[config.mk]
export PLATFORM = sky130hd
export DESIGN_NAME = mem_port_arbiter
export DESIGN_NICKNAME = d
export VERILOG_FILES = /design/src/rtl/mem_port_arbiter_pkg.sv /design/src/rtl/mem_port_arbiter_bus_wdt.sv /design/src/rtl/mem_port_arbiter.sv
export SDC_FILE = /design/constraint.sdc
export NUM_CORES = 1
export LEC_CHECK = 0
export CORE_ASPECT_RATIO = 2
export CORE_MARGIN = 10
export CORE_UTILIZATION = 36
export CTS_CLUSTER_DIAMETER = 120
export DETAILED_ROUTE_END_ITERATION = 6
export PLACE_DENSITY_LB_ADDON = 0.3
export SLEW_MARGIN = 20
export SYNTH_ARGS = -nofsm -noshare
export SYNTH_HDL_FRONTEND = slang
export SYNTH_SLANG_ARGS = --single-unit
[constraint.sdc]
create_clock -name clk -period 1.6 [get_ports clk]
set_clock_uncertainty 0.2 [all_clocks]
set_input_delay 0.16 -clock clk [delete_from_list [all_inputs] [get_ports clk]]
set_output_delay 0.16 -clock clk [all_outputs]
set_load 0.05 [all_outputs]
[src/rtl/mem_port_arbiter_pkg.sv]
// Shared definitions for the memory-port arbiter: FSM states, access-size codes
// and the grant priority rule.
package mem_port_arbiter_pkg;

  typedef enum logic [1:0] {
    ARB_IDLE = 2'd0,
    ARB_BUSY = 2'd1,
    ARB_RESP = 2'd2
  } arb_state_t;

  localparam logic [2:0] dm_word              = 3'd0;
  localparam logic [2:0] dm_halfword          = 3'd1;
  localparam logic [2:0] dm_halfword_unsigned = 3'd2;
  localparam logic [2:0] dm_byte              = 3'd3;
  localparam logic [2:0] dm_byte_unsigned     = 3'd4;

  localparam int WDT_W = 8;

  // Data normally wins; fetch takes its turn when data won last time.
  function automatic logic pick_data(input logic d_req, input logic if_req,
                                     input logic last_data);
    return d_req & ~(if_req & last_data);
  endfunction

endpackage

[src/rtl/mem_port_arbiter_bus_wdt.sv]
// Bus watchdog: counts stalled bus cycles and flags expiry at the limit.
// A limit of zero disables expiry; the count saturates instead of wrapping.
module bus_wdt
  import mem_port_arbiter_pkg::*;
(
  input  logic             clk,
  input  logic             rst,
  input  logic             clear,
  input  logic             enable,
  input  logic [WDT_W-1:0] limit,
  output logic             expired
);

  logic [WDT_W-1:0] count;

  always_ff @(posedge clk or negedge rst) begin
    if (!rst) begin
      count <= '0;
    end else if (clear) begin
      count <= '0;
    end else if (enable && (count != '1)) begin
      count <= count + 1'b1;
    end
  end

  assign expired = (limit != '0) && (count == limit);

endmodule

[src/rtl/mem_port_arbiter.sv]
// Shares one memory bus port between the fetch and data requesters, one
// access at a time, with a watchdog abort for transactions that never finish.
module mem_port_arbiter
  import mem_port_arbiter_pkg::*;
#(
  parameter int unsigned BUS_TIMEOUT = 255
) (
  input  logic        clk,
  input  logic        rst,
  input  logic        if_req,
  input  logic [31:0] if_addr,
  output logic [31:0] if_rdata,
  output logic        if_valid,
  input  logic        d_req,
  input  logic        d_we,
  input  logic [31:0] d_addr,
  input  logic [31:0] d_wdata,
  input  logic [2:0]  d_dmtype,
  output logic [31:0] d_rdata,
  output logic        d_valid,
  output logic        stall,
  output logic        bus_req,
  output logic        bus_we,
  output logic [31:0] bus_addr,
  output logic [31:0] bus_wdata,
  output logic [2:0]  bus_dmtype,
  input  logic [31:0] bus_rdata,
  input  logic        bus_ready,
  output logic        bus_err
);

  arb_state_t  state;
  arb_state_t  next_state;
  logic        grant_data;
  logic        err_flag;
  logic [31:0] rdata;
  logic        expired;
  logic        any_req;
  logic        win_data;

  assign any_req  = if_req | d_req;
  assign win_data = pick_data(d_req, if_req, grant_data);

  bus_wdt u_wdt (
    .clk     (clk),
    .rst     (rst),
    .clear   (state == ARB_IDLE),
    .enable  ((state == ARB_BUSY) && !bus_ready),
    .limit   (WDT_W'(BUS_TIMEOUT)),
    .expired (expired)
  );

  always_ff @(posedge clk or negedge rst) begin
    if (!rst) begin
      state <= ARB_IDLE;
    end else begin
      state <= next_state;
    end
  end

  // RESP always returns to IDLE so a requester's stale req is not re-served.
  always_comb begin
    next_state = state;
    case (state)
      ARB_IDLE: if (any_req) next_state = ARB_BUSY;
      ARB_BUSY: if (bus_ready || expired) next_state = ARB_RESP;
      ARB_RESP: next_state = ARB_IDLE;
      default:  next_state = ARB_IDLE;
    endcase
  end

  always_comb begin
    bus_req  = 1'b0;
    if_valid = 1'b0;
    d_valid  = 1'b0;
    bus_err  = 1'b0;
    case (state)
      ARB_BUSY: bus_req = 1'b1;
      ARB_RESP: begin
        d_valid  = grant_data;
        if_valid = ~grant_data;
        bus_err  = err_flag;
      end
      default: ;
    endcase
  end

  // grant_data doubles as the last-grant memory used by the priority rule.
  always_ff @(posedge clk or negedge rst) begin
    if (!rst) begin
      grant_data <= 1'b0;
      err_flag   <= 1'b0;
      rdata      <= '0;
      bus_we     <= 1'b0;
      bus_addr   <= '0;
      bus_wdata  <= '0;
      bus_dmtype <= dm_word;
    end else begin
      case (state)
        ARB_IDLE: begin
          if (any_req) begin
            grant_data <= win_data;
            err_flag   <= 1'b0;
            if (win_data) begin
              bus_we     <= d_we;
              bus_addr   <= d_addr;
              bus_wdata  <= d_wdata;
              bus_dmtype <= d_dmtype;
            end else begin
              bus_we     <= 1'b0;
              bus_addr   <= if_addr;
              bus_wdata  <= '0;
              bus_dmtype <= dm_word;
            end
          end
        end
        ARB_BUSY: begin
          if (bus_ready) begin
            rdata <= bus_rdata;
          end else if (expired) begin
            rdata    <= '0;
            err_flag <= 1'b1;
          end
        end
        default: ;
      endcase
    end
  end

  assign if_rdata = rdata;
  assign d_rdata  = rdata;
  assign stall    = (if_req & ~if_valid) | (d_req & ~d_valid);

endmodule

After elaboration in Yosys (flattened, before gate mapping)
Cells that the tools add are included.
Word-level totals
  bits of input ports: 137
  logic and storage cells: 59
  flip-flop bits (word level): 112
  output and inout bits: 137
Operators by class
  reduce and logical (&&, ||, !) cells: 12
  bitwise gates (word level): 10
  multiplexer cells: 19
  add/subtract/negate cells: 1
  equality and inequality tests: 8
Operators with widths (count)
  $mux W32: 4
  $mux W8: 2
  $add A8 B1 Y8 const B: 1
  $eq A8 B8 Y1 const B: 1
  $mux W1: 8
  $ne A8 B8 Y1 const B: 1
  $ne A2 B2 Y1 const B: 3
  $reduce_and A2 Y1: 3
  $reduce_bool A2 Y1: 3
  $and A1 B1 Y1: 4
  $mux W2: 2
  $not A1 Y1: 4
  $pmux W2 S2: 1
  $reduce_and A4 Y1: 1
  $mux W3: 1
  $eq A2 B1 Y1 const B: 1
  $eq A2 B2 Y1 const B: 1
  $logic_and A1 B1 Y1: 2
  $logic_not A2 Y1: 1
  $ne A2 B1 Y1 const B: 1
  $or A1 B1 Y1: 2
  $pmux W1 S2: 1
  $logic_not A1 Y1: 1
  $logic_or A1 B1 Y1: 1

Depth between registers and ports, before layout
  depth after elaboration: 5
  gate-level depth with buffers: 5
  gate-level depth less buffers: 4

Hierarchy
Synthesis repeated with hierarchy kept, for this count alone.
Second synthesis, totals
  cell total of the unflattened synthesis: 372
  area, all modules: 5261.3 µm²
By module, submodules not included
  mem_port_arbiter: area each 4690.7 µm², cells each 312, instances 1, sequential area each 2602.5 µm²
  bus_wdt: area each 570.5 µm², cells each 60, instances 1, sequential area each 200.2 µm²

Worst setup path after synthesis
Ideal clock, no wire load.
  path kind: reg-to-output
  start point: register state[0]
  end point: output stall
  arrival time: 1.914 ns
  path buffers: 0
  cell stages (with the launch flop): 4
  slack: -0.674 ns
  required time: 1.240 ns
  path through: dfrtp_1 -> and2b_2 -> nor2b_1 -> o22ai_1
Between the ends
  longest elaborated chain between the ends: 5
  elaborated cells on any way between the ends: 8
  classes of those cells: 1 x eq/ne; 2 x mux; 5 x bitwise
RTL lines
  start: declaration: RTL line mem_port_arbiter.sv:32  | arb_state_t state;
  start signal: assignment: RTL line mem_port_arbiter.sv:57  | state <= next_state;
  $eq A2 B2 Y1: RTL line mem_port_arbiter.sv:77  | case (state)
  $mux W1: RTL line mem_port_arbiter.sv:77
  net if_valid: RTL line mem_port_arbiter.sv:13  | output logic if_valid,
  $not A1 Y1: RTL line mem_port_arbiter.sv:132  | assign stall = (if_req & ~if_valid) | (d_req & ~d_valid);
  $and A1 B1 Y1: RTL line mem_port_arbiter.sv:132
  $or A1 B1 Y1: RTL line mem_port_arbiter.sv:132
  end: declaration: RTL line mem_port_arbiter.sv:21  | output logic stall,
The timed path passes the listed nets, and every way through them passes these cells.

Final worst setup path
  start point: register state[0]
  end point: output stall
Between the ends
  longest elaborated chain between the ends: 5
  elaborated cells on any way between the ends: 8
  classes of those cells: 1 x eq/ne; 2 x mux; 5 x bitwise
RTL lines (RTL line)
  $eq A2 B2 Y1 (*): mem_port_arbiter.sv:77
  $mux W1: mem_port_arbiter.sv:77
  $not A1 Y1: mem_port_arbiter.sv:132
  $and A1 B1 Y1: mem_port_arbiter.sv:132
  $or A1 B1 Y1 (*): mem_port_arbiter.sv:132
Every way passes the cells marked *; elsewhere a longest branch is shown, timed or not.

==> impl_metrics.tcl <==
set metrics [dict create \
    status "complete, but fails checks" \
    cp_max_fo 3 \
    ios 274 \
    fin_nets 848 \
    power_frac_seq 0.227 \
    gp_congestion 0.752 \
    rows 62 \
    synth_seq_area_share 0.532 \
    powerDensity_nw_per_um2 2510 \
    netlist_top_cells_count "dfrtp_1 (112), mux2_2 (52), a22o_1 (36)" \
    cp-startpoint "state[0]" \
    io_buffers 273 \
    antenna_found_initial 0 \
    slowest_stage "dfrtp_1" \
    r2r_slack_ns -0.25 \
    grt_use_total 0.195 \
    clkPwrFrac 0.080 \
    htree_levels 3 \
    clkTransAtPathRegs_ns 0.08 \
    synth_cells 427 \
    drive_gt1_frac 0.472 \
    p_sw_mw 12.5 \
    reg2reg_depth 5 \
    hpwl_mm 15.2 \
    first_global_vias 5167 \
    worst_slack_ns -0.300 \
    synth.most_common_cell "dfrtp_1" \
    cts_tree "built" \
    async_reset_ff_frac 1.00 \
    drc 0 \
    fmaxAchievable_mhz 526 \
    synth_area_leaders "dfrtp_1 (53%), mux2_2 (11%), a22o_1 (6.0%), buf_4 (5.0%), a22oi_1 (4.6%)" \
    core_sq_um 14400 \
    synth_edf_count 0 \
    vias 4812 \
    maxCapViolations 0 \
    sw_frac_of_total 0.457 \
    worstPathArrival_ns 1.54 \
    synth.distinct_cells 40 \
    holdCritPathClass "in -> async" \
    grt_pass1_wl_mm 30.9 \
    avgSynthCellArea_sq_um 12.3 \
    cpPeakStageDelay_ns 0.40 \
    vdd_ir_drop_max_mv 1.29 \
    startpoint_type "register" \
    dieArea_sq_um 20200 \
    cts-root-buf "clkbuf_16" \
    failed_checks "negative setup slack" \
    cts_max_path_buffers 2 \
    die_width_um 106 \
    layout_worst_path_cycle_share 1.19 \
    worstSkewPairLatency_ns 0.34 \
    setup_violations 111 \
    hold_viol 0 \
    worstSetupPathType "reg -> out" \
    p_leak_nw 4.75 \
    initial_core_util 0.367 \
    combPwrFrac 0.693 \
    yosysTopAreaCellShare 0.532 \
    clock-sinks 112 \
    rsz0062_at_grt "yes" \
    r2r_start "grant_data" \
    diodes 0 \
    grt_overflow 0 \
    fin_util 0.757 \
    worst_slew_margin_rel 0.561 \
    viasPerCell 5.31 \
    first_pass_iters 4 \
    ant_nets 0 \
    final-max-slew-violation-count 0 \
    worstPathRequired_ns 1.24 \
    post-route-min-period_ns 1.90 \
    area_growth_syn_to_layout_pct 106 \
    yosysWarningCount 0 \
    cts_buffers 9 \
    synth_area_leader_cell "dfrtp_1" \
    syn_nets 565 \
    crit_path_end_kind "output port" \
    worstPathCellList "buf_6 > and2b_2 > nor2b_4 > o22ai_4 > buf_12" \
    syn-cell-area_sq_um 5270 \
    chipHeight_um 191 \
    p_int_mw 14.8 \
    synthFlopType "dfrtp_1" \
    grt_max_degree 64 \
    power_mw 27.3 \
    drt-initial-drc-count 236 \
    synth_seq_cells 112 \
    wl_per_cell_um 25.5 \
    wl_mm 23.1 \
    worstMarginPinSlew_ns 0.658 \
]
==> routing by layer <==
metal,part of all wire,up-vias,track usage
met2,0.57,250,0.375
met3,0.078,38,0.0705
met1,0.32,2435,0.186
met5,0,-,0
met4,0.030,0,0.0571
li1,-,2089,-
==> final timing paths <==
| check | to |
|---|---|
| setup / recovery | stall |
| hold reg to reg | err_flag |
| min in group clk | bus_wdata[17] |
| setup reg to reg | bus_addr[22] |
| hold / removal | d_rdata[7] |
| max in group asynchronous | bus_wdata[22] |
==> through the flow <==
step / instances / setup TNS, ns / worst slack (ns) / hold slack, ns / cell area, sq um
6_report: 906 / -19.26 / -0.300 / 0.169 / 10900
5_1_grt: 906 / -24.64 / -0.351 / 0.185 / 10900
4_1_cts: 884 / -16.33 / -0.310 / 0.189 / 10300
3_5_place_dp: 857 / -28.95 / -0.489 / -0.0117 / 9570
3_3_place_gp: 857 / -28.05 / -0.479 / -0.0181 / 9570
2_1_floorplan: 427 / -3.26 / -0.113 / -0.336 / 5330
==> flip-flops by register name, indices dropped and copies added (netlist names) <==
name	cells
state	2
bus_addr	32
err_flag	1
u_wdt.count	8
grant_data	1
bus_we	1
bus_wdata	32
bus_dmtype	3
d_rdata	32
==> placed cells by master, fill, tap and decap left out, types with 27 or more instances in the layout <==
| master | instances |
|---|---|
| o21ai_1 | 28 |
| a22o_1 | 36 |
| mux2_4 | 37 |
| buf_12 | 148 |
| clkdlybuf4s50_1 | 135 |
| dfrtp_1 | 110 |
| mux2_2 | 27 |
| nand2b_1 | 34 |
| a22oi_2 | 32 |
==> worst max-delay path, delay by kind of cell (launching register included) <==
kind,cells,cell delay [ns]
buffers and inverters,2,0.27
flip-flops,1,0.40
AND/OR/NAND/NOR,2,0.43
AO/OA/AOI/OAI,1,0.10
==> cell families (layout without fill, tap and decap cells) <==
kind of cell             Yosys count  in the layout  synth area share
multiplexers                      71             71             0.150
AND/OR/NAND/NOR                   68             68            0.0864
AO/OA/AOI/OAI                    110            110             0.151
flip-flops                       112            112             0.532
buffers and inverters             65            352            0.0783
adder cells (fa/ha/maj)            1              1           0.00237
==> layout make-up <==
type / count / area (sq um)
Fill cell: 867 / 3480
Clock buffer: 10 / 239
Timing Repair Buffer: 333 / 5030
Multi-Input combinational cell: 250 / 2490
Clock inverter: 5 / 41.3
Tap cell: 192 / 240
Sequential cell: 112 / 2810
Inverter: 4 / 18.8
==> power groups by stage <==
| stage | Sequential [mW] | Clock, mW | Combinational, mW |
|---|---|---|---|
| after floorplan | 9.34 | 0 | 4.73 |
| after global placement | 5.96 | 0 | 16.8 |
| after detailed placement | 6.08 | 0 | 17.0 |
| final | 6.19 | 2.19 | 18.9 |
| after CTS | 6.06 | 2.23 | 17.8 |
| after global routing | 6.33 | 2.36 | 19.5 |
==> timing repair <==
action | 4_1_cts | 5_1_grt
pin swaps | 4 | 16
endpoints found under the hold margin | 112 | 0
cloned | 6 | 12
gates resized for setup | 70 | 71
setup endpoints to repair | 110 | 116
hold buffers | 1 | 0
buffers inserted | 5 | 11
Power figures use the tool's default switching activity.
